--- config.mk ---
export PLATFORM = sky130hd
export DESIGN_NAME = eth_fcs_engine
export DESIGN_NICKNAME = d
export VERILOG_FILES = /design/src/rtl/eth_fcs_engine.sv
export SDC_FILE = /design/constraint.sdc
export NUM_CORES = 1
export LEC_CHECK = 0
export ABC_CLOCK_PERIOD_IN_PS = 3400
export BUFFER_PORTS_ARGS = -buffer_cell sky130_fd_sc_hd__buf_2
export CAP_MARGIN = 15
export CORE_ASPECT_RATIO = 1.4
export CORE_UTILIZATION = 58
export DETAILED_ROUTE_END_ITERATION = 6
export PLACE_DENSITY = 0.83
export RECOVER_POWER = 50
export SYNTH_ARGS = -nofsm -noshare
export SYNTH_HDL_FRONTEND = slang
export SYNTH_SLANG_ARGS = --single-unit
--- constraint.sdc ---
create_clock -name clk -period 3.4 [get_ports clk]
set_clock_uncertainty 0.05 [all_clocks]
set_input_delay 0.51 -clock clk [delete_from_list [all_inputs] [get_ports clk]]
set_output_delay 0.51 -clock clk [all_outputs]
set_load 0.005 [all_outputs]
--- src/rtl/eth_fcs_engine.sv ---
// Streaming Ethernet CRC-32 (FCS) engine for MII (4-bit) or GMII (8-bit) beats.
// Generate mode passes the frame through and appends the FCS. Check mode passes
// the frame through, FCS included, and pulses fcs_ok/fcs_err at end of frame.
//
// Handshake: a beat moves on either side only in a cycle where valid and
// ready are both high at the rising clock edge. Once a source raises valid,
// it holds valid and the beat payload stable until that transfer occurs.
// ready may change freely.
module eth_fcs_engine #(
  parameter int DATA_W = 4,
  parameter int LEN_W  = 12
) (
  input  logic              clk,
  input  logic              reset,
  input  logic              gen_mode,
  input  logic              in_valid,
  output logic              in_ready,
  input  logic [DATA_W-1:0] in_data,
  input  logic              in_sof,
  input  logic              in_eof,
  output logic              out_valid,
  input  logic              out_ready,
  output logic [DATA_W-1:0] out_data,
  output logic              out_sof,
  output logic              out_eof,
  output logic              fcs_ok,
  output logic              fcs_err,
  output logic              frame_abort,
  output logic [31:0]       crc_state,
  output logic [1:0]        dbg_state
);

  localparam int          FCS_BEATS = 32 / DATA_W;
  localparam logic [31:0] CRC_INIT  = 32'hFFFF_FFFF;
  localparam logic [31:0] CRC_POLY  = 32'hEDB8_8320;
  localparam logic [31:0] RESIDUE   = 32'hDEBB_20E3;
  localparam logic [LEN_W-1:0] MIN_LEN = LEN_W'(FCS_BEATS + 1);
  localparam logic [2:0]  LAST_K    = 3'(FCS_BEATS - 1);

  typedef enum logic [1:0] {
    S_IDLE   = 2'd0,
    S_DATA   = 2'd1,
    S_APPEND = 2'd2
  } state_t;

  state_t            state_q, state_n;
  logic [31:0]       crc_q, crc_n;
  logic [LEN_W-1:0]  len_q, len_n;
  logic [2:0]        k_q, k_n;
  logic              mode_q, mode_n;
  logic              out_valid_n, out_sof_n, out_eof_n;
  logic [DATA_W-1:0] out_data_n;
  logic              ok_n, err_n, abort_n;

  logic              out_free;
  logic              accept;
  logic [31:0]       crc_base, crc_upd;
  logic [LEN_W-1:0]  len_b;
  logic              mode_b;

  // Reflected CRC over one beat, bit 0 first.
  function automatic logic [31:0] crc_step(input logic [31:0] c,
                                           input logic [DATA_W-1:0] d);
    logic [31:0] r;
    r = c;
    for (int i = 0; i < DATA_W; i++) begin
      if (r[0] ^ d[i]) r = (r >> 1) ^ CRC_POLY;
      else             r = r >> 1;
    end
    return r;
  endfunction

  assign out_free  = !out_valid || out_ready;
  assign in_ready  = out_free && (state_q != S_APPEND);
  assign accept    = in_valid && in_ready;
  assign crc_state = crc_q;
  assign dbg_state = state_q;

  // Next-state, CRC/length bookkeeping and output register loading.
  always_comb begin
    state_n     = state_q;
    crc_n       = crc_q;
    len_n       = len_q;
    k_n         = k_q;
    mode_n      = mode_q;
    out_valid_n = out_valid;
    out_data_n  = out_data;
    out_sof_n   = out_sof;
    out_eof_n   = out_eof;
    ok_n        = 1'b0;
    err_n       = 1'b0;
    abort_n     = 1'b0;

    // An SOF beat always restarts the CRC from init, even mid-frame.
    crc_base = crc_q;
    len_b    = (len_q == {LEN_W{1'b1}}) ? len_q : len_q + 1'b1;
    mode_b   = mode_q;
    if (in_sof) begin
      crc_base = CRC_INIT;
      len_b    = LEN_W'(1);
      mode_b   = gen_mode;
    end
    crc_upd = crc_step(crc_base, in_data);

    // The output register empties once its beat is taken and nothing new loads.
    if (out_free) out_valid_n = 1'b0;

    case (state_q)
      S_IDLE, S_DATA: begin
        // Non-SOF beats in IDLE are accepted and dropped.
        if (accept && (in_sof || state_q == S_DATA)) begin
          if (in_sof && state_q == S_DATA) abort_n = 1'b1;
          out_valid_n = 1'b1;
          out_data_n  = in_data;
          out_sof_n   = in_sof;
          out_eof_n   = 1'b0;
          crc_n       = crc_upd;
          len_n       = len_b;
          mode_n      = mode_b;
          state_n     = S_DATA;
          if (in_eof) begin
            if (mode_b) begin
              state_n = S_APPEND;
              k_n     = 3'd0;
            end else begin
              out_eof_n = 1'b1;
              state_n   = S_IDLE;
              crc_n     = CRC_INIT;
              len_n     = '0;
              if (crc_upd == RESIDUE && len_b >= MIN_LEN) ok_n  = 1'b1;
              else                                        err_n = 1'b1;
            end
          end
        end
      end
      S_APPEND: begin
        // FCS beats go out low-order first, complemented, as the slot frees.
        if (out_free) begin
          out_valid_n = 1'b1;
          out_data_n  = ~crc_q[int'(k_q)*DATA_W +: DATA_W];
          out_sof_n   = 1'b0;
          out_eof_n   = (k_q == LAST_K);
          if (k_q == LAST_K) begin
            state_n = S_IDLE;
            crc_n   = CRC_INIT;
            len_n   = '0;
            k_n     = 3'd0;
          end else begin
            k_n = k_q + 3'd1;
          end
        end
      end
      default: begin
        state_n = S_IDLE;
        crc_n   = CRC_INIT;
      end
    endcase
  end

  // State, datapath and output registers with synchronous reset.
  always_ff @(posedge clk) begin
    if (reset) begin
      state_q     <= S_IDLE;
      crc_q       <= CRC_INIT;
      len_q       <= '0;
      k_q         <= 3'd0;
      mode_q      <= 1'b0;
      out_valid   <= 1'b0;
      out_data    <= '0;
      out_sof     <= 1'b0;
      out_eof     <= 1'b0;
      fcs_ok      <= 1'b0;
      fcs_err     <= 1'b0;
      frame_abort <= 1'b0;
    end else begin
      state_q     <= state_n;
      crc_q       <= crc_n;
      len_q       <= len_n;
      k_q         <= k_n;
      mode_q      <= mode_n;
      out_valid   <= out_valid_n;
      out_data    <= out_data_n;
      out_sof     <= out_sof_n;
      out_eof     <= out_eof_n;
      fcs_ok      <= ok_n;
      fcs_err     <= err_n;
      frame_abort <= abort_n;
    end
  end

endmodule
==> results of run 1 <==
==> power breakdown <==
part,leakage [nW],switching (mW),internal (mW)
Clock,0.0820,0.306,0.285
Sequential,0.488,0.0500,0.739
Combinational,1.11,0.262,0.191
Total,1.68,0.618,1.22
==> path summary, 6_finish.rpt <==
| path | to | slack (ns) | depth (start not counted) |
|---|---|---|---|
| setup / recovery | fcs_ok$_SDFF_PP0_ | 0.46 | 8 |
| hold / removal | out_sof$_SDFFE_PP0P_ | 0.40 | 2 |
| hold reg to reg | out_sof$_SDFFE_PP0P_ | 0.40 | 2 |
| setup reg to reg | fcs_ok$_SDFF_PP0_ | 0.46 | 8 |
==> metal layers <==
metal | GRT usage [%] | routed length (um)
met5 | 0 | 0
met4 | 18.1 | 504
met3 | 3.80 | 593
met2 | 54.6 | 5670
met1 | 36.0 | 4210
==> area by class of cell <==
| cell class | count | area, sq um | share of cell area [%] |
|---|---|---|---|
| clock buffer | 11 | 141 | 3.12 |
| clock inverter | 5 | 36.3 | 0.801 |
| sequential | 60 | 1200 | 26.5 |
| inverter | 5 | 18.8 | 0.414 |
| timing repair buffer | 67 | 330 | 7.29 |
| tap | 92 | 115 | 2.54 |
| multi-input combinational | 401 | 2690 | 59.3 |
==> sequential cells by signal, summed over array words and instances (netlist names), 2 cells and up <==
signal	cells
crc_state	32
len_q	12
out_data	4
k_q	3
dbg_state	2
==> per-stage QoR <==
stage | hold slack, ns | instance area, sq um
finish | 0.404 | 4530
global route | 0.425 | 4530
CTS | 0.396 | 4570
detailed placement | 0.394 | 4390
global placement | 0.392 | 4390
floorplan | 0.403 | 4070
==> logic make-up (layout without fill, tap and decap cells) <==
| logic type | after synthesis | in the layout | synth area share, % |
|---|---|---|---|
| and+or+nand+nor | 206 | 206 | 25.3 |
| AOI/OAI and AO/OA | 102 | 102 | 15.2 |
| xor gates and xnor gates | 69 | 69 | 16.7 |
| DFF | 60 | 60 | 29.5 |
| buffers and inverters | 42 | 88 | 4.61 |
| muxes | 20 | 20 | 7.44 |
| adders and majority gates | 4 | 4 | 1.23 |
==> Yosys cell counts (all sizes together) (7+ instances only) <==
cell,number,area [sq um]
a31oi,8,50.1
nand3,11,55.1
dfxtp,60,1200
a21oi,33,165
buf,15,86.3
mux2i,10,100
nor4,7,50.1
o21ai,11,55.1
and3,7,43.8
xor2,29,254
mux4,8,180
nor2,66,253
clkbuf,22,82.6
nand2,35,131
xnor2,38,378
nand2b,37,231
nor3,17,85.1
o22ai,29,181
==> critical path: cells and delay by family, from the launching register on <==
family	cells	cell delay (ns)
xor gates and xnor gates	2	0.88
and+or+nand+nor	3	0.69
buffers and inverters	1	0.46
DFF	1	0.36
muxes	1	0.29
AOI/OAI and AO/OA	1	0.14
==> reports/summary.txt, run 1 <==
Postcts setup bufs - 0
Core footprint - 0.00670 sq mm
Hold Buf Count CTS - 0
Critical path peak fanout - 8
CTS Buffer Depth - 2
Sequential area share after synthesis - 29.5%
Worst-skew pair later-pin latency - 0.35 ns
Unrepaired setup endpoints after global routing - no
Flop and latch count out of synthesis - 60
Max incr delay on CP - 0.60 ns
Vias in the first global route - 3661
Max H-tree Level - 3
Die X - 72.8 um
Fraction of layout cells with a size suffix above 1 - 14.8%
CP endpoint kind - register
Core Util, Final - 67.6%
Run status - finished clean
Drt via density - 6.12
Setup violators final - 0
Post-cts sizing count - 0
Fin. Hold Viols - 0
EDFF count, synth - 0
Syn nets - 518
Dominant synthesized flop cell - dfxtp_1
Relative slew slack - 46.4%
IO buf count - 55
Max cap viols - 0
Routed wire length - 11.0 mm
Total GRT Usage - 31.2%
First-pass GRT wire length - 17.6 mm
Final worst path period share - 86.4%
FFs w/ async S/R, synth - 0%
DR WL/cell - 17.1 um
Peak VDD IR - 0.248 mV
Gpl congestion - 1.01
Cell Chain, Critical Path - clkbuf_1, xnor2_1, nor2_1, xnor2_1, mux2i_1, a22oi_1, nor4_2, and4b_1
Synth warnings - 0
# placed instances - 625
Starting density of the core - 60.7%
Final TNS setup - 0 ns
Diode count - 0
Power density over the cells - 405 mW/mm^2
Unique masters post-synth - 52
Most frequent cells in the layout - nor2_1 (63), dfxtp_1 (60), nand2b_1 (37)
Chip height - 101 um
DRC - 0
Initial drt markers - 314
Io pins - 56
Hold Startpoint - out_sof$_SDFFE_PP0P_
CP arrival - 3.17 ns
Initial DRT Pass Iterations - 6
Num Clock Sinks - 60
CP startpoint - crc_state[3]$_SDFFE_PP1P_
Tot Pwr - 1.83 mW
Final slew viol count - 0
CTS tree - done
Post-Syn Area per Cell - 8.09 sq um
Post-synthesis instance total - 503
CTS Buf Count - 9
Layout overhead on the synthesized area - 11.4%
Root Driver - clkbuf_8
DP Worst Slack - 0.456 ns
Number of filler cells placed in the layout - 559
WP data required - 3.64 ns
Routed via count - 3923
Most used cell, CP - xnor2_1
Die area - 0.00736 sq mm
Startpoint types - register
Highest-delay cell along the critical path - xnor2_1
FP Rows - 35
Min cycle time layout - 2.94 ns
Final cell count without fillers - 641
HP Class - reg -> reg
Layout Nets - 559
Achievable Freq - 341 MHz
Critical register-to-register path startpoint - crc_state[3]$_SDFFE_PP1P_
PnR worst setup slack - 0.463 ns
Grt total ovfl - 0
Largest net degree at the start of global routing - 39
Setup CP Type - reg -> reg
Mapped Area - 0.00407 sq mm
DP Wirelength - 7.88 mm
DRT antenna net count - 0
Commonest non-fill, non-tap cell in the layout - nor2_1
Antenna violations before repair - 0
Pleak - 1.68 nW
Worst-Margin Slew - 0.804 ns
Clock-pin slew on the worst setup and hold paths - 0.07 ns
Power figures use the tool's default switching activity.
==> run 2, diff against run 1 <==
Settings changed: CORE_UTILIZATION 58 to 45, CTS_BUF_LIST set to sky130_fd_sc_hd__clkbuf_8, PLACE_DENSITY 0.83 to 0.68.
==> reports/summary.txt, run 2 (synthesized netlist as in run 1, its figures left out) <==
FP Rows - 40
GR Layer Usage met3 - 4.62%
Setup violators final - 0
Postcts setup bufs - 0
WP data required - 3.60 ns
Die area - 0.00943 sq mm
GR Layer Usage met1 - 27.3%
Pleak - 1.69 nW
Met2 Track Usage GR - 44.3%
Worst-skew pair later-pin latency - 0.35 ns
Number of flip-flops in the largest register - 32
Reg2Reg Depth - 8
DP Worst Slack - 0.469 ns
DP Wirelength - 8.21 mm
Initial drt markers - 325
Fraction of layout cells with a size suffix above 1 - 13.8%
Io pins - 56
R2r setup slk - 0.57 ns
Root Driver - clkbuf_8
Highest-delay cell along the critical path - xnor2_1
Setup CP Type - reg -> reg
Number of filler cells placed in the layout - 874
Area after DPL - 0.00441 sq mm
Layout overhead on the synthesized area - 11.8%
Max cap viols - 0
Total GRT Usage - 25.3%
Critical register-to-register path startpoint - crc_state[0]$_SDFFE_PP1P_
CP arrival - 3.03 ns
DR WL/cell - 17.3 um
Antenna violations before repair - 0
Final cell count without fillers - 655
First-pass GRT wire length - 17.9 mm
Startpoint types - register
Final TNS setup - 0 ns
Gpl congestion - 0.895
Chip height - 114 um
Unrepaired setup endpoints after global routing - no
Reg2reg end - fcs_ok$_SDFF_PP0_
Cell Chain, Critical Path - clkbuf_1, nor2_1, xnor2_1, xnor3_1, mux2_2, a22oi_1, o21ai_0, and4b_1
Hold Startpoint - in_valid
Max H-tree Level - 3
Most frequent cells in the layout - nor2_1 (63), dfxtp_1 (60), nand2b_1 (37)
CTS tree - done
Power density over the cells - 405 mW/mm^2
Num Clock Sinks - 60
CTS Buf Count - 9
Max incr delay on CP - 0.46 ns
Clock-pin slew on the worst setup and hold paths - 0.07 ns
CP endpoint kind - register
Achievable Freq - 353 MHz
Layout Nets - 560
Worst hold path endpoint - frame_abort$_SDFF_PP0_
Design Area, Final - 0.00455 sq mm
Worst hold stages - 3
Routed via count - 3872
Largest net degree at the start of global routing - 34
Hold Buf Count CTS - 0
Min cycle time layout - 2.83 ns
Drt via density - 5.91
Post-cts sizing count - 0
Grt total ovfl - 0
Final worst path period share - 83.4%
HP Class - in -> reg
Initial DRT Pass Iterations - 5
PnR worst setup slack - 0.565 ns
CTS Buffer Depth - 2
Fin. Hold Viols - 0
# placed instances - 639
Die X - 82.4 um
Starting density of the core - 47.0%
IO buf count - 55
Tot Pwr - 1.84 mW
Run status - finished clean
Worst-Margin Slew - 0.763 ns
Relative slew slack - 48.7%
DRT antenna net count - 0
Vias in the first global route - 3619
Core footprint - 0.00866 sq mm
Peak VDD IR - 0.197 mV
Final slew viol count - 0
Busiest layer in global routing - met2
Critical path peak fanout - 8
Diode count - 0
Routed wire length - 11.4 mm
DRC - 0
Commonest non-fill, non-tap cell in the layout - nor2_1
run 2: cell types whose count changed in the layout (fill, tap and decap cells not counted):
cell        delta
inv_6          -1
buf_2          -5
clkinvlp_4     -3
clkinv_4       +1
clkbuf_1       +5
clkinv_2       +2
inv_1          +1
clkbuf_8       +1
run 2: area by class of cell:
cell class	instances	area (sq um)	share of cell area, %
Sequential cell	60	1200	26.4
Clock buffer	11	151	3.33
Inverter	5	18.8	0.413
Multi-Input combinational cell	401	2690	59.1
Tap cell	105	131	2.89
Timing Repair Buffer	68	328	7.21
Clock inverter	5	27.5	0.606
run 2: critical path: cells and delay by family (launching register included):
family / cells / cell delay [ns]
buffers and inverters: 1 / 0.45
AO/OA/AOI/OAI: 2 / 0.27
XOR/XNOR: 2 / 0.83
multiplexers: 1 / 0.36
AND/OR/NAND/NOR: 2 / 0.33
flip-flops: 1 / 0.43
run 2: metrics by stage:
stage	util (%)	hold slack (ns)
after floorplan	-	0.403
after global placement	51.0	0.395
after detailed placement	51.0	0.402
after CTS	53.0	0.404
after global routing	52.5	0.426
final	52.5	0.414
run 2: layer usage:
| metal | routed length [um] | vias up |
|---|---|---|
| met4 | 473 | 0 |
| met3 | 540 | 34 |
| met5 | 0 | - |
| met2 | 5850 | 133 |
| li1 | - | 1848 |
| met1 | 4490 | 1857 |
run 2: how the worst max path moves through the flow:
stage,startpoint,endpoint,slack (ns),depth (start not counted)
2_1_floorplan,in_sof,fcs_ok$_SDFF_PP0_,0.36,11
3_3_place_gp,in_sof,fcs_ok$_SDFF_PP0_,0.54,9
3_5_place_dp,in_sof,fcs_ok$_SDFF_PP0_,0.47,9
4_1_cts,len_q[0]$_SDFFE_PP0P_,fcs_ok$_SDFF_PP0_,0.67,8
5_1_grt,len_q[0]$_SDFFE_PP0P_,fcs_ok$_SDFF_PP0_,0.40,8
6_report,crc_state[0]$_SDFFE_PP1P_,fcs_ok$_SDFF_PP0_,0.57,8
run 2: power breakdown:
group	switching (mW)	internal (mW)	leakage, nW
Combinational	0.264	0.193	1.10
Sequential	0.0534	0.739	0.488
Clock	0.291	0.299	0.100
Total	0.609	1.23	1.69
